<file path="config.mk">
export PLATFORM = sky130hd
export DESIGN_NAME = mem_arbiter
export DESIGN_NICKNAME = d
export VERILOG_FILES = /design/src/rtl/mem_arbiter.sv
export SDC_FILE = /design/constraint.sdc
export NUM_CORES = 1
export LEC_CHECK = 0
export ABC_AREA = 1
export ABC_CLOCK_PERIOD_IN_PS = 3700
export CORE_UTILIZATION = 45
export CTS_CLUSTER_DIAMETER = 50
export DETAILED_ROUTE_END_ITERATION = 16
export GPL_TIMING_DRIVEN = 0
export PLACE_DENSITY = 0.87
export SETUP_SLACK_MARGIN = 0.05
export SYNTH_ARGS = -nofsm -noshare
export SYNTH_HDL_FRONTEND = slang
export SYNTH_SLANG_ARGS = --single-unit
</file>
<file path="constraint.sdc">
create_clock -name clk -period 3.7 [get_ports clk]
set_clock_uncertainty 0.05 [all_clocks]
set_input_delay 0.555 -clock clk [delete_from_list [all_inputs] [get_ports clk]]
set_output_delay 0.555 -clock clk [all_outputs]
set_load 0.03 [all_outputs]
</file>
<file path="src/rtl/mem_arbiter.sv">
// rtl/mem_arbiter.sv - round-robin arbiter sharing one single-port memory between fetch and data requesters
// One access outstanding at a time; a wait counter bounds each access and sets a sticky err on expiry.
module mem_arbiter #(
  parameter int TIMEOUT = 16
) (
  input  logic        clk,
  input  logic        rst,
  input  logic        i_req,
  input  logic [31:0] i_addr,
  output logic        i_ready,
  output logic [31:0] i_rdata,
  input  logic        d_req,
  input  logic        d_we,
  input  logic [31:0] d_addr,
  input  logic [31:0] d_wdata,
  output logic        d_ready,
  output logic [31:0] d_rdata,
  output logic        m_req,
  output logic        m_we,
  output logic [31:0] m_addr,
  output logic [31:0] m_wdata,
  input  logic        m_ack,
  input  logic [31:0] m_rdata,
  output logic        stall,
  output logic        err
);

  typedef enum logic [1:0] {IDLE, BUSY_I, BUSY_D, RESP} state_t;

  localparam logic [4:0] WAIT_LAST = 5'(TIMEOUT - 1);

  state_t      state;
  logic [4:0]  wait_cnt;
  logic        last_grant;
  logic        grant_d;

  assign stall = (i_req & ~i_ready) | (d_req & ~d_ready);

  // last_grant: 0 = instruction, 1 = data; on a tie the side not served last wins
  assign grant_d = d_req & (~i_req | ~last_grant);

  always_ff @(posedge clk or negedge rst) begin
    if (!rst) begin
      state      <= IDLE;
      wait_cnt   <= 5'd0;
      last_grant <= 1'b0;
      m_req      <= 1'b0;
      m_we       <= 1'b0;
      m_addr     <= 32'd0;
      m_wdata    <= 32'd0;
      i_ready    <= 1'b0;
      i_rdata    <= 32'd0;
      d_ready    <= 1'b0;
      d_rdata    <= 32'd0;
      err        <= 1'b0;
    end else begin
      i_ready <= 1'b0;
      d_ready <= 1'b0;
      case (state)
        IDLE: begin
          if (grant_d) begin
            state      <= BUSY_D;
            last_grant <= 1'b1;
            m_req      <= 1'b1;
            m_we       <= d_we;
            m_addr     <= d_addr;
            m_wdata    <= d_wdata;
            wait_cnt   <= 5'd0;
          end else if (i_req) begin
            state      <= BUSY_I;
            last_grant <= 1'b0;
            m_req      <= 1'b1;
            m_we       <= 1'b0;
            m_addr     <= i_addr;
            m_wdata    <= 32'd0;
            wait_cnt   <= 5'd0;
          end
        end
        BUSY_I, BUSY_D: begin
          // an expired wait completes the access with zero data instead of hanging the pipeline
          if (m_ack || (wait_cnt == WAIT_LAST)) begin
            state <= RESP;
            m_req <= 1'b0;
            if (!m_ack) err <= 1'b1;
            if (state == BUSY_I) begin
              i_ready <= 1'b1;
              i_rdata <= m_ack ? m_rdata : 32'd0;
            end else begin
              d_ready <= 1'b1;
              if (!m_we) d_rdata <= m_ack ? m_rdata : 32'd0;
            end
          end else begin
            wait_cnt <= wait_cnt + 5'd1;
          end
        end
        default: state <= IDLE;
      endcase
    end
  end

endmodule

</file>
==> flow_summary.ini <==
[status]
status = finished clean

[synthesis]
yosysSeqAreaShare_pct = 58.8
syn-instance-count = 712
synth.distinct_cells = 22
synth_top_cell_by_area = dfrtp_1
syn-cell-area_sq_um = 6010
synthTopCellsByArea = dfrtp_1 59%, nand2_1 21%, o21ai_0 5.6%
ys_seq_elements = 141
synth_top_area_share_pct = 58.8
ys_warn_count = 0
postSynthAreaPerCell_sq_um = 8.44
synth_fp_nets = 851

[sta]
finalCritPeriodShare_pct = 70.2
rsz0062_at_grt = no
whs_ns = 0.00949
fmax_mhz = 385
tightest_slew_ns = 0.500
tns_ns = 0
max_slew_margin_pct = 66.7
setup-violations-final = 0
fin_crit_ns = 2.60
layout_setup_ws_ns = 1.10
finalHoldViolations = 0
finalMaxSlewViolations = 0

[cts]
cts_tree = yes
cts.path.max_buffers = 2
cts_resized = 0
cts_hold_repair.buffers = 0
clock_latency_ns = 0.42
cts_setup_buffers = 0
clockRootBuffer = clkbuf_16
cts.sinks = 141
cts_htree_levels = 4
path_clk_slew_ns = 0.06
numCtsBuffers = 17

[run]
drv_cap = 0

[placement]
gp_congestion = 0.817
placed_cells = 1150
port_buffers = 265
place_hpwl_microns = 12700
placed_area_sq_um = 8900
dpl_worst_slack_ns = 1.11

[detailed_routing]
detail-route-antenna-nets = 0
vias = 5823
first_pass_iters = 5
dr.first_iter.drc_count = 317
avgRoutedWirePerCell_microns = 15.2
drt_wl_total_microns = 18000
vias_per_cell = 4.93
drcViolationCount = 0

[floorplanning]
ios = 268
core_sq_um = 12800
die-area_sq_um = 13800
std_cell_rows = 41
start_util_pct = 46.8
dieWidth_microns = 118
die_h_microns = 118

[pwr]
leakagePower_uw = 0.00465
peakVddDrop_v = 0.000660
power.density_nw_per_um2 = 937

[hold_path]
hold_path_class = input pin to asynchronous set/reset pin

[cells_and_area]
final_cells = 1182
antenna_cells = 0
layout-drive-gt1-share_pct = 6.73
stdcell_area_sq_um = 9570
layout_commonest_cell = nand2_1
layout_common_cells = 332 x nand2_1, 264 x clkdlybuf4s50_1, 141 x dfrtp_1
nets = 1136
syn_to_final_growth_pct = 59.3

[setup_path]
crit_path_start_kind = input pin
rr_startpoint = wait_cnt[0]$_DFFE_PN0P_
rrSetupSlack_ns = 1.74
regToRegEndpoint = d_rdata[15]$_DFFE_PN0P_
rr_worst_depth = 10
cp-end-kind = output pin
crit_path_end = stall
required_ns = 3.09
setup.worst_path.start = i_req
arrival_ns = 1.99
criticalPathCategory = input pin to output pin
crit_fanout = 3

[grt]
grt_use_total_pct = 27.1
grt_overflow = 0
grt_pass1_wl_microns = 29000
grt_max_degree = 95
grt_pass1_vias = 5751
antenna_found_initial = 0
[layout make-up]
type,instances,area (sq um)
fillers,896,3260
well taps,172,215
clock inverters,11,186
plain buffers,40,234
multi-input cells,486,2070
inverters,45,169
repair buffers,266,2680
flip-flops and latches,141,3530
clock buffers,21,480
[critical path: stages]
cell	delay, ns
clkdlybuf4s50_1	0.54
inv_1	0.06
o22ai_1	0.15
clkdlybuf4s50_1	0.69
[layer usage]
metal | wire, microns | vias to the layer above | global-route usage (%)
li1 | - | 2811 | -
met1 | 7390 | 2745 | 31.7
met2 | 8830 | 219 | 45.6
met3 | 1080 | 48 | 7.66
met4 | 707 | 0 | 13.9
met5 | 0 | - | 0
[cells in the mapped netlist]
| library cell | count |
|---|---|
| nand2_1 | 332 |
| dfrtp_1 | 141 |
| o21ai_0 | 67 |
| inv_1 | 42 |
| nand3_1 | 35 |
| o21ai_1 | 30 |
| clkbuf_1 | 14 |
| buf_2 | 9 |
| buf_4 | 8 |
| nor2_1 | 7 |
| buf_6 | 5 |
| ha_1 | 5 |
| clkbuf_2 | 4 |
| inv_2 | 3 |
| nor2_4 | 3 |
| a21o_1 | 1 |
| nand2_2 | 1 |
| nand4_1 | 1 |
| nor2_2 | 1 |
| nor3_1 | 1 |
| nor3b_1 | 1 |
| o22ai_1 | 1 |
[worst min path at each step]
stage                          from                endpoint  slack, ns  depth (start not counted)
floorplan                       rst  d_rdata[0]$_DFFE_PN0P_       0.21                          0
global placement    err$_DFFE_PN0P_         err$_DFFE_PN0P_       0.40                          1
detailed placement  err$_DFFE_PN0P_         err$_DFFE_PN0P_       0.40                          1
CTS                             rst  m_addr[14]$_DFFE_PN0P_       0.02                          1
global route                    rst  d_rdata[6]$_DFFE_PN0P_       0.03                          1
finish                          rst  d_rdata[4]$_DFFE_PN0P_      0.009                          1
[flip-flops by register name, summed over array words and instances (netlist names)]
signal and flops:
d_ready 1, d_rdata 32, m_we 1, m_req 1, m_addr 32, err 1
m_wdata 32, i_ready 1, wait_cnt 5, last_grant 1, state 2, i_rdata 32
[where the power goes]
group	total, uW	switching [uW]	leakage, uW	internal, uW
registers	2610	386	0.00183	2230
clock network	1890	631	0.000329	1260
logic	4460	2730	0.00249	1730
total	8970	3740	0.00465	5230
[metrics by stage]
| step | total power, uW | utilization (%) |
|---|---|---|
| final | 8970 | 74.6 |
| after global routing | 9450 | 74.6 |
| after CTS | 9020 | 74.6 |
| after detailed placement | 7050 | 69.4 |
| after global placement | 6970 | 69.2 |
| after floorplan | 5110 | - |
[logic make-up after synthesis]
family,after synthesis,share of synthesized area [%]
DFF,141,58.7
AOI/OAI and AO/OA,99,8.31
and+or+nand+nor,382,25.2
adders and majority gates,5,1.04
buffers and inverters,85,6.71
Power figures use the tool's default switching activity.
